$ cat src/rtl/reg_file_pkg.sv
// -----------------------------------------------------------------------------
// reg_file_pkg
// Shared definitions for the scoreboarded register file: default geometry,
// the register-index type and a small decode helper.
// Configuration macro: REG_FILE_BYPASS_EN (used by the modules importing this
// package; the package itself is unaffected by it).
// -----------------------------------------------------------------------------
package reg_file_pkg;

  localparam int DEF_DATA_W = 16;
  localparam int DEF_ADDR_W = 3;
  localparam int DEF_DEPTH  = 1 << DEF_ADDR_W;

  typedef logic [DEF_ADDR_W-1:0] reg_addr_t;
  typedef logic [DEF_DATA_W-1:0] reg_data_t;

  // Same-cycle hit of the write-back port on a given read index.
  function automatic logic wb_hit(input logic       write_back,
                                  input logic [7:0] write_addr,
                                  input logic [7:0] read_addr);
    return write_back && (write_addr == read_addr);
  endfunction

endpackage : reg_file_pkg

$ cat src/rtl/reg_scoreboard.sv
// -----------------------------------------------------------------------------
// reg_scoreboard
// One busy bit per architectural register. A register becomes busy when an
// instruction producing it issues (reserve) and becomes free again when its
// result is written back. Issue is blocked (stall) while either source
// operand is still pending.
//
// Ports
//   clk, rst            clock, asynchronous active-high reset
//   write_back          result written back this cycle (clears busy)
//   write_addr          register receiving the result
//   reserve             instruction issuing this cycle (sets busy)
//   reserve_addr        destination register of the issuing instruction
//   src_addr, dst_addr  operand indices whose readiness is reported
//   src_ready           operand at src_addr has no pending result
//   dst_ready           operand at dst_addr has no pending result
//   stall               reserve requested while an operand is not ready
//
// Configuration: with REG_FILE_BYPASS_EN defined, a same-cycle write-back to
// an operand's register reports that operand ready.
// -----------------------------------------------------------------------------
module reg_scoreboard
  import reg_file_pkg::*;
#(
  parameter int ADDR_W = DEF_ADDR_W
) (
  input  logic              clk,
  input  logic              rst,
  input  logic              write_back,
  input  logic [ADDR_W-1:0] write_addr,
  input  logic              reserve,
  input  logic [ADDR_W-1:0] reserve_addr,
  input  logic [ADDR_W-1:0] src_addr,
  input  logic [ADDR_W-1:0] dst_addr,
  output logic              src_ready,
  output logic              dst_ready,
  output logic              stall
);

  localparam int DEPTH = 1 << ADDR_W;

  logic [DEPTH-1:0] busy_q;
  logic [DEPTH-1:0] busy_d;

  // Readiness and stall are combinational so the issue stage sees them in
  // the same cycle it presents its operand indices.
  always_comb begin
    // NOTE: every always_comb output gets a default first; a path that
    // leaves one unassigned would infer a latch.
    src_ready = ~busy_q[src_addr];
    dst_ready = ~busy_q[dst_addr];
`ifdef REG_FILE_BYPASS_EN
    if (wb_hit(write_back, 8'(write_addr), 8'(src_addr))) src_ready = 1'b1;
    if (wb_hit(write_back, 8'(write_addr), 8'(dst_addr))) dst_ready = 1'b1;
`endif
    stall = reserve & ~(src_ready & dst_ready);
  end

  // Clear on write-back first, then set on issue, so an issue and a
  // write-back to the same register in one cycle leaves it busy: the newer
  // producer owns the register. Setting an already-busy bit is a no-op;
  // only one producer is tracked.
  always_comb begin
    busy_d = busy_q;
    if (write_back) busy_d[write_addr] = 1'b0;
    if (reserve && !stall) busy_d[reserve_addr] = 1'b1;
  end

  // NOTE: sequential state uses non-blocking assignments so every flop
  // samples its pre-edge value regardless of statement order.
  always_ff @(posedge clk or posedge rst) begin
    if (rst) busy_q <= '0;
    else     busy_q <= busy_d;
  end

endmodule : reg_scoreboard

$ cat src/rtl/reg_file_sb.sv
// -----------------------------------------------------------------------------
// reg_file_sb
// Two-read, one-write register file with an attached scoreboard that tracks
// registers awaiting a result from an in-flight instruction.
//
// Ports
//   clk, rst                clock, asynchronous active-high reset
//   write_back              write write_data into register write_addr
//   write_addr, write_data  write-back index and value
//   src_addr, dst_addr      read port indices
//   read_data1, read_data2  register values at src_addr / dst_addr (no latency)
//   reserve, reserve_addr   mark reserve_addr busy (instruction issued)
//   src_ready, dst_ready    addressed register has no pending result
//   stall                   reserve requested while an operand is not ready
//
// Configuration: define REG_FILE_BYPASS_EN to forward same-cycle write-back
// data (and readiness) to the read ports. Without it, reads return the
// stored value; a write becomes visible on the following cycle.
// -----------------------------------------------------------------------------
module reg_file_sb
  import reg_file_pkg::*;
#(
  parameter int DATA_W = DEF_DATA_W,
  parameter int ADDR_W = DEF_ADDR_W
) (
  input  logic              clk,
  input  logic              rst,
  input  logic              write_back,
  input  logic [ADDR_W-1:0] write_addr,
  input  logic [DATA_W-1:0] write_data,
  input  logic [ADDR_W-1:0] src_addr,
  input  logic [ADDR_W-1:0] dst_addr,
  output logic [DATA_W-1:0] read_data1,
  output logic [DATA_W-1:0] read_data2,
  input  logic              reserve,
  input  logic [ADDR_W-1:0] reserve_addr,
  output logic              src_ready,
  output logic              dst_ready,
  output logic              stall
);

  localparam int DEPTH = 1 << ADDR_W;

  logic [DATA_W-1:0] regs_q [DEPTH];
  logic [DATA_W-1:0] regs_d [DEPTH];

  always_comb begin
    regs_d = regs_q;
    if (write_back) regs_d[write_addr] = write_data;
  end

  // NOTE: the array is reset explicitly because reads after reset must
  // return zero; this keeps it in flops rather than a RAM macro, which is
  // acceptable at register-file depth.
  always_ff @(posedge clk or posedge rst) begin
    if (rst) regs_q <= '{default: '0};
    else     regs_q <= regs_d;
  end

  always_comb begin
    read_data1 = regs_q[src_addr];
    read_data2 = regs_q[dst_addr];
`ifdef REG_FILE_BYPASS_EN
    if (wb_hit(write_back, 8'(write_addr), 8'(src_addr))) read_data1 = write_data;
    if (wb_hit(write_back, 8'(write_addr), 8'(dst_addr))) read_data2 = write_data;
`endif
  end

  reg_scoreboard #(
    .ADDR_W (ADDR_W)
  ) u_scoreboard (
    .clk          (clk),
    .rst          (rst),
    .write_back   (write_back),
    .write_addr   (write_addr),
    .reserve      (reserve),
    .reserve_addr (reserve_addr),
    .src_addr     (src_addr),
    .dst_addr     (dst_addr),
    .src_ready    (src_ready),
    .dst_ready    (dst_ready),
    .stall        (stall)
  );

endmodule : reg_file_sb

$ cat config.mk
export PLATFORM = sky130hd
export DESIGN_NAME = reg_file_sb
export DESIGN_NICKNAME = d
export VERILOG_FILES = /design/src/rtl/reg_file_pkg.sv /design/src/rtl/reg_scoreboard.sv /design/src/rtl/reg_file_sb.sv
export SDC_FILE = /design/constraint.sdc
export NUM_CORES = 1
export LEC_CHECK = 0
export ABC_AREA = 0
export ABC_CLOCK_PERIOD_IN_PS = 7000
export CAP_MARGIN = 20
export CORE_AREA = 3 3 108 161
export DETAILED_ROUTE_END_ITERATION = 8
export DIE_AREA = 0 0 111 164
export GPL_TIMING_DRIVEN = 1
export HOLD_SLACK_MARGIN = 0.03
export PLACE_DENSITY = 0.69
export SETUP_SLACK_MARGIN = 0.05
export SYNTH_ARGS = -nofsm -noshare
export SYNTH_HDL_FRONTEND = slang
export SYNTH_SLANG_ARGS = --single-unit
export TNS_END_PERCENT = 30
$ cat constraint.sdc
create_clock -name clk -period 7 [get_ports clk]
set_clock_uncertainty 0.05 [all_clocks]
set_input_delay 1.4 -clock clk [delete_from_list [all_inputs] [get_ports clk]]
set_output_delay 1.4 -clock clk [all_outputs]
set_load 0.1 [all_outputs]
==> Word level (Yosys, flattened, before mapping) <==
Cells that the tools add are included.
{ "classes": {"order_cmp": 10, "n_mux": 19, "bitwise_logic": 11, "reduce_logical": 5} }
{ "ops": {"columns": ["operator", "n"], "rows": [
  ["bitwise mux 128 bit", 1],
  ["binary-select mux 16 bit (select 3 bit)", 2],
  ["two-way mux 16 bit", 5],
  ["demux 16 bit (select 3 bit)", 1],
  ["less-than comparator 3 x 4 -> 1 bit (second input constant)", 4],
  ["two-way mux 8 bit", 2],
  [">= comparator 4 bit (second input constant)", 3],
  ["inverter 3 -> 4 bit", 3],
  ["bitwise AND 8 bit", 1],
  ["inverter 8 bit", 1],
  ["bitwise OR 8 bit", 1],
  ["binary-select mux 1 bit (select 3 bit)", 2],
  ["demux 1 bit (select 3 bit)", 2],
  [">= comparator 3 x 1 -> 1 bit (second input constant)", 2],
  ["logical AND 1 bit", 4],
  ["less-than comparator 4 x 1 -> 1 bit (second input constant)", 1],
  ["two-way mux 1 bit", 4],
  ["inverter 1 bit", 3],
  ["bitwise AND 1 bit", 2],
  ["zero test 1 bit", 1]
]} }
{ "word_totals": {"register_bits": 136, "input_bits": 32, "output_inout_bits": 35, "word_cells": 54} }

==> Depth between registers and ports, before layout <==
{ "logic_depth": {"depth_word": 9, "mapped_depth": 6, "ltp_nobuf": 4} }

==> Hierarchy <==
From an unflattened synthesis, not the netlist that was laid out.
{ "unflattened": {"hier_cells": 441, "area_unflattened_um2": 7561.0} }
{ "by_module_without_submodules": {"columns": ["module", "instances", "cells_each", "area_per_inst_um2", "seq_area_each_um2"], "rows": [
  ["reg_file_sb", 1, 396, 7036.7, 3203.1],
  ["reg_scoreboard", 1, 45, 524.3, 200.2]
]} }

==> Worst setup path after synthesis <==
No wires, ideal clock.
{ "synth_path": {"path_type": "input to output", "start": "in src_addr[2]", "end": "out stall", "t_arrival_ps": 4889, "t_required_ps": 5550, "path_slack_ps": 661, "cell_stages": 5, "path_buffers": 1, "cell_sequence": "clkbuf_1 mux4_2 mux2_2 inv_1 a21boi_0"} }
{ "synth_via": {"elab_chain_cells": 6} }
{ "synth_rtl": {"columns": ["item", "line", "rtl"], "rows": [
  ["from (decl)", "reg_file_sb.sv:31", "input logic [ADDR_W-1:0] src_addr,"],
  ["binary-select mux 1 bit (select 3 bit)", "reg_scoreboard.sv:50", "src_ready = ~busy_q[src_addr];"],
  ["two-way mux 1 bit (not written as such)", "reg_scoreboard.sv:50", null],
  ["inverter 1 bit", "reg_scoreboard.sv:50", null],
  ["via src_ready", "reg_file_sb.sv:37", "output logic src_ready,"],
  ["bitwise AND 1 bit", "reg_scoreboard.sv:56", "stall = reserve & ~(src_ready & dst_ready);"],
  ["inverter 1 bit", "reg_scoreboard.sv:56", null],
  ["bitwise AND 1 bit", "reg_scoreboard.sv:56", null],
  ["to (decl)", "reg_file_sb.sv:39", "output logic stall"]
]} }
The timed path passes the listed nets, and every way through them passes these cells. The select of a mux whose other input is x is not followed.

==> Final worst setup path <==
{ "layout_path": {"start": "in dst_addr[1]", "end": "out read_data2[8]"} }
{ "layout_via": {"elab_chain_cells": 4} }
{ "layout_rtl": {"columns": ["item", "line", "rtl"], "rows": [
  ["from (decl)", "reg_file_sb.sv:32", "input logic [ADDR_W-1:0] dst_addr,"],
  ["inverter 3 -> 4 bit (not written as such)", "reg_file_sb.sv:62", "read_data2 = regs_q[dst_addr];"],
  ["binary-select mux 16 bit (select 3 bit)", "reg_file_sb.sv:62", null],
  ["two-way mux 16 bit (not written as such) (2 in series)", "reg_file_sb.sv:62", null],
  ["to (decl)", "reg_file_sb.sv:34", "output logic [DATA_W-1:0] read_data2,"]
]} }
Every way passes these cells. The select of a mux whose other input is x is not followed.

==> impl_metrics.env <==
export IMPL_slew_headroom_pct=34.35
export IMPL_syn_inst=435
export IMPL_fin_ws_ns=1.580
export IMPL_whs_ns=0.4610
export IMPL_io_buffer_count=66
export IMPL_fin_util_pct=53.71
export IMPL_slowest_stage="clkdlybuf4s50_1"
export IMPL_post_place_ws_ns=1.559
export IMPL_n_antenna_cell=0
export IMPL_synth_nets=467
export IMPL_crit_path_end_kind="output pin"
export IMPL_num_rows=57
export IMPL_dpl_instance_area_um2=8063
export IMPL_slew_viol_final=0
export IMPL_postCtsSetupRepairBufs=0
export IMPL_vdd_drop_max_mv=0.2160
export IMPL_dp_cells=687
export IMPL_coreArea_um2=16190
export IMPL_worstPathRequired_ns=5.55
export IMPL_critPathMaxStageDelay_ns=0.98
export IMPL_tns_ns=0
export IMPL_wire_per_inst_um=22.69
export IMPL_max_freq_ghz=0.1845
export IMPL_synth_area_leaders="dfrtp_1 (47%), mux2_2 (25%), mux4_2 (21%), buf_2 (1.9%), o41ai_1 (0.73%)"
export IMPL_insertion_delay_ns=0.41
export IMPL_final_area_um2=8695
export IMPL_min_period_ns=5.420
export IMPL_regToRegSetupSlack_ns=5.22
export IMPL_worstMarginPinSlew_ns=0.9817
export IMPL_avgSynthCellArea_um2=16.52
export IMPL_die_h_um=164
export IMPL_path_clk_slew_ns=0.06
export IMPL_tritoncts="yes"
export IMPL_htreeDepth=4
export IMPL_cts_sinks=136
export IMPL_cts_max_path_buffers=2
export IMPL_reg2reg_depth=3
export IMPL_num_vias=4211
export IMPL_io_pins=67
export IMPL_ys_ff_latch=136
export IMPL_outcome="finished clean"
export IMPL_whs_path_depth=2
export IMPL_yosys_area_top_type_share_pct=47.35
export IMPL_power_mw=3.190
export IMPL_dieWidth_um=111
export IMPL_dr_pass1_iters=4
export IMPL_hold_viol=0
export IMPL_drive_gt1_share_pct=56.42
export IMPL_reg2reg_from="u_scoreboard.busy_q[5]$_DFF_PP0_"
export IMPL_drc=0
export IMPL_path_class="input port to output pin"
export IMPL_antenna_found_initial=0
export IMPL_grtUsageTotal_pct=19.14
export IMPL_hp_class="flop to flop"
export IMPL_grt_ovfl_total=0
export IMPL_leakage_nw=3.505
export IMPL_synth_area_um2=7187
export IMPL_cts_hold_buf=0
export IMPL_drtIter0Drc=148
export IMPL_yosysWarnings=0
export IMPL_ys_types=23
export IMPL_yosysSeqAreaShare_pct=47.35
export IMPL_drv_cap=0
export IMPL_crit_path_cell_trace="buf_2 > buf_4 > mux4_2 > mux2_2 > clkdlybuf4s50_1"
export IMPL_hpwlAfterDp_um=9934
export IMPL_yosysTopAreaCell="dfrtp_1"
export IMPL_cp_start_kind="input port"
export IMPL_nets=533
export IMPL_finalCritPeriodShare_pct=77.43
export IMPL_cp_arrival_ns=3.97
export IMPL_grt_start_max_net_pins=88
export IMPL_ant_nets=0
export IMPL_critical_path_depth=5
export IMPL_final_cells=720
export IMPL_cts_resized=0
export IMPL_dieArea_um2=18200
export IMPL_grt_pass1_wl_um=26830
export IMPL_rsz0062_at_grt="no"
export IMPL_cp_max_fo=28
export IMPL_root_buffer="clkbuf_16"
export IMPL_hp_start="u_scoreboard.busy_q[7]$_DFF_PP0_"
export IMPL_place_congestion=0.7612
export IMPL_area_growth_pct=20.98
export IMPL_critPathTopFamily="buffers and inverters"
export IMPL_startpoint="dst_addr[1]"
export IMPL_routed_wl_um=16340
export IMPL_setup_violations=0
export IMPL_start_util_pct=44.39
export IMPL_grt_pass1_vias=4782
export IMPL_power_density_nw_per_um2=366.9
export IMPL_cts_buffers=17
export IMPL_path_buf_inv=3
export IMPL_vias_per_cell=5.849
cell usage after synthesis:
cell / count
nand3_1: 1
nand3b_1: 2
a21boi_0: 1
nor2b_1: 1
o41ai_1: 6
nor4b_2: 1
buf_4: 1
mux4_2: 68
nor3b_1: 1
mux2_2: 161
buf_2: 27
nand4b_1: 3
dfrtp_1: 136
nand2b_1: 2
o32ai_1: 1
nor4bb_1: 3
inv_1: 5
buf_6: 2
mux2_4: 1
a41o_1: 1
nand2_1: 5
clkbuf_1: 5
nand4_1: 1
worst paths after layout:
path,to
setup / recovery,read_data2[8]
hold / removal,u_scoreboard.busy_q[7]$_DFF_PP0_
setup reg to reg,u_scoreboard.busy_q[1]$_DFF_PP0_
hold reg to reg,u_scoreboard.busy_q[7]$_DFF_PP0_
max in group asynchronous,regs_q[120]$_DFFE_PP0P_
min in group asynchronous,regs_q[94]$_DFFE_PP0P_
layout make-up:
cell class                      instances  area, um^2
Multi-Input combinational cell        259        3635
Fill cell                            1318        7495
Timing Repair Buffer                   82       773.2
Inverter                                5       21.27
Sequential cell                       136        3403
Clock inverter                         14       165.2
Tap cell                              206       257.7
Clock buffer                           18       439.2
worst min-delay path: cells and delay by family (launching register included):
kind / cells / cell delay, ns
flip-flops: 1 / 0.36
AO/OA/AOI/OAI: 1 / 0.06
AND/OR/NAND/NOR: 1 / 0.06
routing by layer:
layer	vias up	GRT usage (%)	share of wire, %
li1	1844	-	-
met1	2285	23.86	42
met2	68	34.53	55
met3	14	3.428	2.3
met4	0	4.986	1.2
met5	-	0	0
state kept, by name, indices dropped and copies added (netlist names):
name	count
regs_q	128
u_scoreboard.busy_q	8
where the power goes:
group / total [mW] / internal [mW] / switching (mW)
combinational: 1.18 / 0.473 / 0.704
sequential: 1.11 / 0.974 / 0.134
clock: 0.904 / 0.543 / 0.361
kinds of logic (layout without fill, tap and decap cells):
kind of cell | after synthesis | count (layout) | share of synthesized area (%)
simple gates | 20 | 20 | 1.985
buf+inv | 40 | 119 | 2.820
compound gates | 9 | 9 | 1.097
flops | 136 | 136 | 47.35
mux | 230 | 230 | 46.74
placed cells by master, fill, tap and decap left out, drive strengths merged:
| cell | Yosys | layout |
|---|---|---|
| mux2 | 162 | 162 |
| dfrtp | 136 | 136 |
| mux4 | 68 | 68 |
| clkdlybuf4s50 | 0 | 59 |
| buf | 30 | 23 |
| clkbuf | 5 | 18 |
| inv | 5 | 10 |
| o41ai | 6 | 6 |
| nand2 | 5 | 5 |
| clkinv | 0 | 5 |
| nand4b | 3 | 3 |
| nor4bb | 3 | 3 |
| nand3b | 2 | 2 |
| nand2b | 2 | 2 |
| clkinvlp | 0 | 2 |
| bufinv | 0 | 2 |
| nand3 | 1 | 1 |
| nor3b | 1 | 1 |
| o32ai | 1 | 1 |
| nor4b | 1 | 1 |
| nor2b | 1 | 1 |
| a41o | 1 | 1 |
| a21boi | 1 | 1 |
| nand4 | 1 | 1 |
No activity file was read; power rests on OpenSTA's default activity.
